$ cat config.mk
export PLATFORM = sky130hd
export DESIGN_NAME = multiword_add_sequencer
export DESIGN_NICKNAME = d
export VERILOG_FILES = /design/src/rtl/multiword_add_sequencer_pkg.sv /design/src/rtl/multiword_add_sequencer_result_fifo.sv /design/src/rtl/multiword_add_sequencer.sv
export SDC_FILE = /design/constraint.sdc
export NUM_CORES = 1
export LEC_CHECK = 0
export ABC_AREA = 1
export ABC_CLOCK_PERIOD_IN_PS = 1700
export CAP_MARGIN = 20
export CORE_MARGIN = 5
export CORE_UTILIZATION = 36
export DETAILED_ROUTE_END_ITERATION = 6
export SLEW_MARGIN = 20
export SYNTH_ARGS = -nofsm -noshare
export SYNTH_HDL_FRONTEND = slang
export SYNTH_SLANG_ARGS = --single-unit
$ cat constraint.sdc
create_clock -name clk -period 1.7 [get_ports clk]
set_input_delay 0.34 -clock clk [delete_from_list [all_inputs] [get_ports clk]]
set_output_delay 0.34 -clock clk [all_outputs]
set_load 0.02 [all_outputs]
$ cat src/rtl/multiword_add_sequencer_pkg.sv
// Shared types and defaults for the multi-word add sequencer and its result FIFO.
package multiword_add_sequencer_pkg;

  localparam int unsigned DEF_WIDTH     = 7;
  localparam int unsigned DEF_DEPTH     = 4;
  localparam int unsigned DEF_MAX_LIMBS = 8;

  typedef enum logic {
    IDLE  = 1'b0,
    CHAIN = 1'b1
  } seq_state_t;

  typedef struct packed {
    logic [DEF_WIDTH-1:0] sum;
    logic                 carry;
    logic                 last;
  } res_entry_t;

  // Bits needed to hold values 0..n inclusive.
  function automatic int unsigned count_bits(input int unsigned n);
    return (n < 2) ? 1 : $clog2(n + 1);
  endfunction

endpackage

$ cat src/rtl/multiword_add_sequencer_result_fifo.sv
// Synchronous FIFO for per-limb results; head reads zero when empty.
module result_fifo
  import multiword_add_sequencer_pkg::*;
#(
  parameter int unsigned DW    = DEF_WIDTH + 2,
  parameter int unsigned DEPTH = DEF_DEPTH
) (
  input  logic                             clk,
  input  logic                             rst_n,
  input  logic                             push,
  input  logic [DW-1:0]                    push_data,
  input  logic                             pop,
  output logic [DW-1:0]                    pop_data,
  output logic                             full,
  output logic                             empty,
  output logic [count_bits(DEPTH)-1:0]     count
);

  localparam int unsigned AW = (DEPTH > 1) ? $clog2(DEPTH) : 1;
  localparam int unsigned CW = count_bits(DEPTH);

  logic [DW-1:0] mem [DEPTH];
  logic [AW-1:0] wr_ptr;
  logic [AW-1:0] rd_ptr;
  logic [CW-1:0] count_q;
  logic          do_push;
  logic          do_pop;

  assign full    = (count_q == CW'(DEPTH));
  assign empty   = (count_q == '0);
  assign count   = count_q;
  assign do_pop  = pop && !empty;
  // A push into a full FIFO is legal only when the head leaves in the same cycle.
  assign do_push = push && (!full || do_pop);

  assign pop_data = empty ? '0 : mem[rd_ptr];

  always_ff @(posedge clk) begin
    if (do_push) begin
      mem[wr_ptr] <= push_data;
    end
  end

  always_ff @(posedge clk or negedge rst_n) begin
    if (!rst_n) begin
      wr_ptr  <= '0;
      rd_ptr  <= '0;
      count_q <= '0;
    end else begin
      if (do_push) begin
        wr_ptr <= wr_ptr + AW'(1);
      end
      if (do_pop) begin
        rd_ptr <= rd_ptr + AW'(1);
      end
      case ({do_push, do_pop})
        2'b10:   count_q <= count_q + CW'(1);
        2'b01:   count_q <= count_q - CW'(1);
        default: count_q <= count_q;
      endcase
    end
  end

endmodule

$ cat src/rtl/multiword_add_sequencer.sv
// Streams operand limbs through an external adder, chaining carries across a
// sequence and queuing each limb result in a FIFO.
module multiword_add_sequencer
  import multiword_add_sequencer_pkg::*;
#(
  parameter int unsigned WIDTH     = DEF_WIDTH,
  parameter int unsigned DEPTH     = DEF_DEPTH,
  parameter int unsigned MAX_LIMBS = DEF_MAX_LIMBS
) (
  input  logic             clk,
  input  logic             rst_n,
  input  logic [WIDTH-1:0] limb_a,
  input  logic [WIDTH-1:0] limb_b,
  input  logic             limb_valid,
  output logic             limb_ready,
  input  logic             limb_last,
  input  logic             cin_init,
  output logic [WIDTH-1:0] add_a,
  output logic [WIDTH-1:0] add_b,
  output logic             add_cin,
  input  logic [WIDTH-1:0] add_s,
  input  logic             add_c,
  output logic [WIDTH-1:0] res_data,
  output logic             res_carry,
  output logic             res_last,
  output logic             res_valid,
  input  logic             res_ready,
  output logic             busy,
  output logic             err
);

  localparam int unsigned CNT_W  = count_bits(MAX_LIMBS);
  localparam int unsigned FCNT_W = count_bits(DEPTH);

  seq_state_t        state;
  logic              carry_q;
  logic [CNT_W-1:0]  limb_cnt;
  logic              err_q;
  logic              accept;

  logic              fifo_full;
  logic              fifo_empty;
  logic [FCNT_W-1:0] fifo_count;
  logic [WIDTH+1:0]  fifo_head;

  assign add_a   = limb_a;
  assign add_b   = limb_b;
  assign add_cin = (state == IDLE) ? cin_init : carry_q;

  assign limb_ready = rst_n && (!fifo_full || res_ready);
  assign accept     = limb_valid && limb_ready;

  result_fifo #(
    .DW    (WIDTH + 2),
    .DEPTH (DEPTH)
  ) u_fifo (
    .clk       (clk),
    .rst_n     (rst_n),
    .push      (accept),
    .push_data ({add_s, add_c, limb_last}),
    .pop       (res_ready),
    .pop_data  (fifo_head),
    .full      (fifo_full),
    .empty     (fifo_empty),
    .count     (fifo_count)
  );

  assign res_data  = fifo_head[WIDTH+1:2];
  assign res_carry = fifo_head[1];
  assign res_last  = fifo_head[0];
  assign res_valid = !fifo_empty;
  assign busy      = (state == CHAIN) || (fifo_count != '0);
  assign err       = err_q;

  always_ff @(posedge clk or negedge rst_n) begin
    if (!rst_n) begin
      state    <= IDLE;
      carry_q  <= 1'b0;
      limb_cnt <= '0;
      err_q    <= 1'b0;
    end else if (accept) begin
      carry_q <= add_c;
      if (state == IDLE) begin
        // The counter restarts at zero and counts this first limb in the same step.
        limb_cnt <= CNT_W'(1);
        state    <= limb_last ? IDLE : CHAIN;
      end else begin
        if (limb_cnt == CNT_W'(MAX_LIMBS)) begin
          err_q <= 1'b1;
        end else begin
          limb_cnt <= limb_cnt + CNT_W'(1);
        end
        if (limb_last) begin
          state <= IDLE;
        end
      end
    end
  end

endmodule

==> results of run 1 <==
[power groups by stage]
stage	Combinational [mW]	Sequential, mW	Clock, mW
after floorplan	1.31	1.65	0
after global placement	2.26	1.67	0
after detailed placement	2.29	1.67	0
after CTS	2.42	1.66	0.669
after global routing	2.82	1.69	0.718
final	2.57	1.67	0.650
[cells by family (layout without fill, tap and decap cells)]
group,Yosys count,in the layout,share of synthesized area
AOI/OAI and AO/OA,34,34,0.07861
adders and majority gates,8,8,0.04599
DFF,50,50,0.6118
buffers and inverters,41,100,0.09893
and+or+nand+nor,84,84,0.1460
xor gates and xnor gates,5,5,0.01872
[critical path, cell delays in order (launching register included)]
cell     delay (ps)
dfrtp_2         480
inv_2           120
buf_2           160
o21ai_0          90
a21oi_1         140
buf_4           160
[area by class of cell]
type	count	area share
flip-flops and latches	50	0.4653
multi-input cells	131	0.2479
repair buffers	70	0.1999
well taps	77	0.03129
inverters	22	0.02966
clock buffers	7	0.02479
clock inverters	1	0.001219
[placed cells by master (no fill, tap or decap), types with 6 or more instances in the layout]
cell,instances
dfrtp_1,13
ha_1,6
clkdlybuf4s50_1,13
buf_6,15
inv_1,17
edfxtp_1,36
o21ai_1,17
nor2_1,42
a21oi_1,8
buf_4,38
nand2_1,23
[stage by stage]
step,hold slack (ps),power [mW]
after floorplan,44.41,2.951
after global placement,463.7,3.930
after detailed placement,465.9,3.959
after CTS,378.7,4.748
after global routing,380.5,5.229
final,379.5,4.891
[state kept, by name (all words and copies together) (netlist names)]
name,count
carry_q,1
state,1
u_fifo.mem,36
err,1
u_fifo.wr_ptr,2
u_fifo.count,3
limb_cnt,4
u_fifo.rd_ptr,2
[path summary, 6_finish.rpt]
kind	startpoint	endpoint	slack (ps)	cells past startpoint
setup reg to reg	u_fifo.count[1]	u_fifo.count[2]	-80	10
setup / recovery	u_fifo.rd_ptr[0]	res_data[3]	-90	5
max in group asynchronous	rst_n	u_fifo.wr_ptr[0]	1040	3
hold / removal	rst_n	u_fifo.count[2]	380	2
hold reg to reg	err	err	480	1
min in group clk	err	err	480	1
[metal layers]
| layer | track usage | share of wire | wire, um | vias to the layer above |
|---|---|---|---|---|
| li1 | - | - | - | 829 |
| met1 | 0.1483 | 0.45 | 2108 | 757 |
| met2 | 0.1919 | 0.48 | 2254 | 32 |
| met3 | 0.02917 | 0.052 | 244 | 7 |
| met4 | 0.05087 | 0.018 | 85 | 0 |
| met5 | 0 | 0 | 0 | - |
[timing repair]
item | 4_1_cts | 5_1_grt
resized for setup | 89 | 27
pin swaps | 10 | 7
cloned | 0 | 1
endpoints found under the setup margin | 15 | 49
hold endpoints to repair | 0 | 0
buffers inserted | 5 | 2
==> results.txt, run 1 <==
CTS clk-pin slew, worst paths: 80 ps
GP Congestion: 0.7570
FF+latch count, synth: 50
cts hold-fix bufs: 0
Reg area: 0.001433 sq mm
switching pwr: 1.854 mW
Netlist cell types: 25
CP max FO: 5
peak supply drop: 800.3 uV
pin count of the biggest net entering global routing: 15
Tot GR Track Use: 0.1180
number of core rows: 29
Slew @ Worst Pin: 215.0 ps
Initial DRC Count: 99
layout cell share with drive strength beyond 1: 0.3132
drt wl/cell: 13.11 um
initial antenna violation count: 0
largest area contributor in the netlist: edfxtp_1
number of H-tree levels: 2
Post-synth EDFFs: 36
Final Slew Violations: 0
Layout Nets: 316
most instantiated cells after synthesis: nor2_1 (48), edfxtp_1 (36), nand2_1 (26), inv_1 (20), o21ai_0 (17)
Synth top area share: 0.4620
Leakage: 1.310 nW
CTS Root Cell: clkbuf_8
Setup crit end kind: primary output
Final Hold Viols: 0
Setup WS post-layout: -85.79 ps
Worst slew margin: 0.8562
clk_lat worst skew: 300 ps
IO Count: 56
Die Span Y: 90.62 um
post-route minimum period: 1786 ps
fill cell count: 591
Final ANT Viol Nets: 0
Logic pwr share: 0.526
ys async rst share: 0.2800
post-layout util: 0.4849
synth warn: 0
critical path type: register to primary output
synth-to-layout area growth: 31.60%
setup skew after layout: 7.530 ps
placed cell count: 343
CTS Sinks: 50
footprint of the multi-input gates: 763.2 sq um
port bufs: 27
Startpoint Class: register
worst slack, placed: -392.2 ps
Antenna Cells: 0
final setup vio count: 10
Avg Cell Area, Syn: 10.54 sq um
number of global-route vias before repair: 1620
Core Box Area: 0.006350 sq mm
Required @ worst endpoint: 1360 ps
switch share: 0.3791
1st-pass router iterations: 4
hpwl dp: 3387 um
Critical Path AT: 1450 ps
Seq pwr share: 0.341
Most used DFF post-synth: edfxtp_1
violated checks: setup timing
ranking of synthesized cells by area: edfxtp_1 (46%), dfrtp_1 (15%), nor2_1 (7.7%)
hold crit path type: input port to async pin
Post-Place Cell Area: 0.002843 sq mm
crit share post-route: 1.050
vias per cell: 4.539
syn_nets: 258
die area: 0.008212 sq mm
pwr/cell area: 1588 mW/mm^2
design area: 0.003079 sq mm
GR Overflow Total: 0
Total Wirelength: 4693 um
Synth Cell Area: 0.002340 sq mm
setup TNS: -626.3 ps
starting density of the core: 0.3685
RSZ-0062 raised after global routing: yes
sequential cell area fraction in the yosys report: 0.6118
Cells after Synth: 222
chip width: 90.62 um
Clk pwr share: 0.133
fmax: 0.5600 GHz
status: finished, violations left
internal power: 3.037 mW
max_cap viols: 0
most frequent cell after synthesis: nor2_1
first-pass GRT wire length: 7748 um
non-filler cells, final: 358
CTS tree: yes
via count: 1625
# DRC: 0
total CTS buffers: 5
Longest Clk Path Bufs: 2
No activity file was read; power rests on OpenSTA's default activity.
==> inputs of run 2 (changes only) <==
--- a/config.mk
+++ b/config.mk
@@ -8,9 +8,11 @@
 export ABC_AREA = 1
 export ABC_CLOCK_PERIOD_IN_PS = 1700
 export CAP_MARGIN = 20
+export CORE_ASPECT_RATIO = 0.6
 export CORE_MARGIN = 5
 export CORE_UTILIZATION = 36
 export DETAILED_ROUTE_END_ITERATION = 6
+export PLACE_DENSITY = 0.61
 export SLEW_MARGIN = 20
 export SYNTH_ARGS = -nofsm -noshare
 export SYNTH_HDL_FRONTEND = slang
==> results.txt, run 2 (synthesis results as in run 1) <==
status: finished, violations left
violated checks: setup timing
CP max FO: 10
1st-pass router iterations: 4
drt wl/cell: 13.39 um
worst hold slack: 460.6 ps
pin count of the biggest net entering global routing: 16
vias per cell: 4.450
final setup vio count: 10
Clk pwr share: 0.181
Critical R2R Capture: u_fifo.count[2]
port bufs: 27
Seq pwr share: 0.317
synth-to-layout area growth: 34.49%
clk_lat worst skew: 300 ps
die area: 0.008264 sq mm
Setup crit end kind: primary output
Initial DRC Count: 46
non-filler cells, final: 358
Final ANT Viol Nets: 0
CTS Sinks: 50
Total Wirelength: 4795 um
Die Span Y: 72.45 um
via count: 1593
Worst slew margin: 0.8534
Worst path max stage delay: 460 ps
initial antenna violation count: 0
post-route minimum period: 1757 ps
reg-to-reg setup timing slack: -50 ps
first-pass GRT wire length: 7665 um
# DRC: 0
FF-to-FF path depth: 10
CTS tree: yes
Most flops, register: u_fifo.mem
max reg flops: 36
setup skew after layout: 3.855 ps
layout cell share with drive strength beyond 1: 0.3467
max_cap viols: 0
total CTS buffers: 5
Tot GR Track Use: 0.1225
Antenna Cells: 0
Logic pwr share: 0.503
hpwl dp: 3382 um
cts hold-fix bufs: 0
RSZ-0062 raised after global routing: yes
switch share: 0.3628
placed cell count: 347
Leakage: 1.318 nW
Core Box Area: 0.006221 sq mm
Critical Path, Cell by Cell: buf_12 > nor2_1 > nor2_2 > o21ai_0 > a21oi_1 > buf_4
switching pwr: 1.916 mW
Final Hold Viols: 0
r2r startpoint: u_fifo.count[0]
IO Count: 56
Layout Nets: 309
number of core rows: 22
commonest cells after routing, fill and taps aside: edfxtp_1 (36), buf_4 (34), nor2_1 (33)
chip width: 114.1 um
Required @ worst endpoint: 1360 ps
Final Slew Violations: 0
starting density of the core: 0.3761
CTS Root Cell: clkbuf_8
pwr/cell area: 1678 mW/mm^2
Startpoint Class: register
internal power: 3.365 mW
Setup WS post-layout: -57.32 ps
critical path type: register to primary output
hold crit path type: input port to async pin
Slew @ Worst Pin: 219.2 ps
commonest non-fill, non-tap cell in the layout: edfxtp_1
number of H-tree levels: 2
fmax: 0.5690 GHz
Slowest cell on crit path: dfrtp_2
Longest Clk Path Bufs: 2
Critical Path AT: 1420 ps
crit share post-route: 1.034
GR Overflow Total: 0
peak supply drop: 636.6 uV
fill cell count: 577
GP Congestion: 0.7494
CTS clk-pin slew, worst paths: 90 ps
number of global-route vias before repair: 1474
[run 2: layout make-up]
class	count	area, sq um	area share
tap	84	105.1	0.03340
clock buffer	5	68.82	0.02187
timing repair buffer	63	588.1	0.1869
inverter	22	86.33	0.02744
clock inverter	3	63.81	0.02028
sequential	50	1433	0.4553
multi-input combinational	131	802.0	0.2549
[run 2: stage by stage]
| step | setup TNS (ps) | total power, mW | utilization | setup WS (ps) | area (sq um) |
|---|---|---|---|---|---|
| after detailed placement | -11440 | 4.032 | 0.4608 | -395.9 | 2867 |
| after global placement | -10420 | 4.019 | 0.4608 | -376.6 | 2867 |
| after global routing | -1498 | 5.633 | 0.5058 | -170.5 | 3147 |
| final | -365.4 | 5.281 | 0.5058 | -57.32 | 3147 |
| after CTS | -2322 | 5.172 | 0.4932 | -160.5 | 3068 |
| after floorplan | -215.9 | 2.951 | - | -134.1 | 2355 |
[run 2: worst max-delay path by stage]
| stage | start | endpoint | slack [ps] | cells after the start |
|---|---|---|---|---|
| after floorplan | u_fifo.count[0] | u_fifo.count[2] | -130 | 10 |
| after detailed placement | res_ready | u_fifo.count[2] | -400 | 10 |
| after global routing | u_fifo.rd_ptr[1] | res_data[5] | -170 | 6 |
| after CTS | u_fifo.rd_ptr[0] | res_last | -160 | 7 |
| final | u_fifo.rd_ptr[0] | res_data[5] | -60 | 6 |
| after global placement | res_ready | u_fifo.count[2] | -380 | 10 |
[run 2: critical path, delay by kind of cell, from the launching register on]
family	cells	cell delay, ps
DFF	1	460
AOI/OAI and AO/OA	2	140
and+or+nand+nor	2	200
buffers and inverters	2	320
[run 2: power groups by stage]
stage,clock [mW],combinational [mW],sequential (mW)
floorplan,0,1.31,1.65
global placement,0,2.35,1.66
detailed placement,0,2.36,1.67
CTS,0.985,2.53,1.66
global route,1.03,2.90,1.70
finish,0.953,2.66,1.67
[run 2: per-layer routing]
metal | up-vias | track usage | wire length [um]
met2 | 31 | 0.1706 | 2033
met5 | - | 0 | 0
met1 | 739 | 0.1861 | 2484
li1 | 816 | - | -
met4 | 0 | 0.02767 | 28
met3 | 7 | 0.03667 | 249
[run 2: timing repair]
| action | 4_1_cts | 5_1_grt |
|---|---|---|
| gates cloned | 1 | 0 |
| resized for setup | 76 | 43 |
| setup buffers | 4 | 0 |
| pin swaps | 7 | 12 |
| setup endpoints to repair | 15 | 51 |
==> inputs of run 3 (changes only) <==
--- a/config.mk
+++ b/config.mk
@@ -11,6 +11,7 @@
 export CORE_ASPECT_RATIO = 0.6
 export CORE_MARGIN = 5
 export CORE_UTILIZATION = 36
+export CTS_CLUSTER_SIZE = 16
 export DETAILED_ROUTE_END_ITERATION = 6
 export PLACE_DENSITY = 0.61
 export SLEW_MARGIN = 20
==> results of run 3 <==
No change in the layout: final DEF, timing and power equal those of run 2.
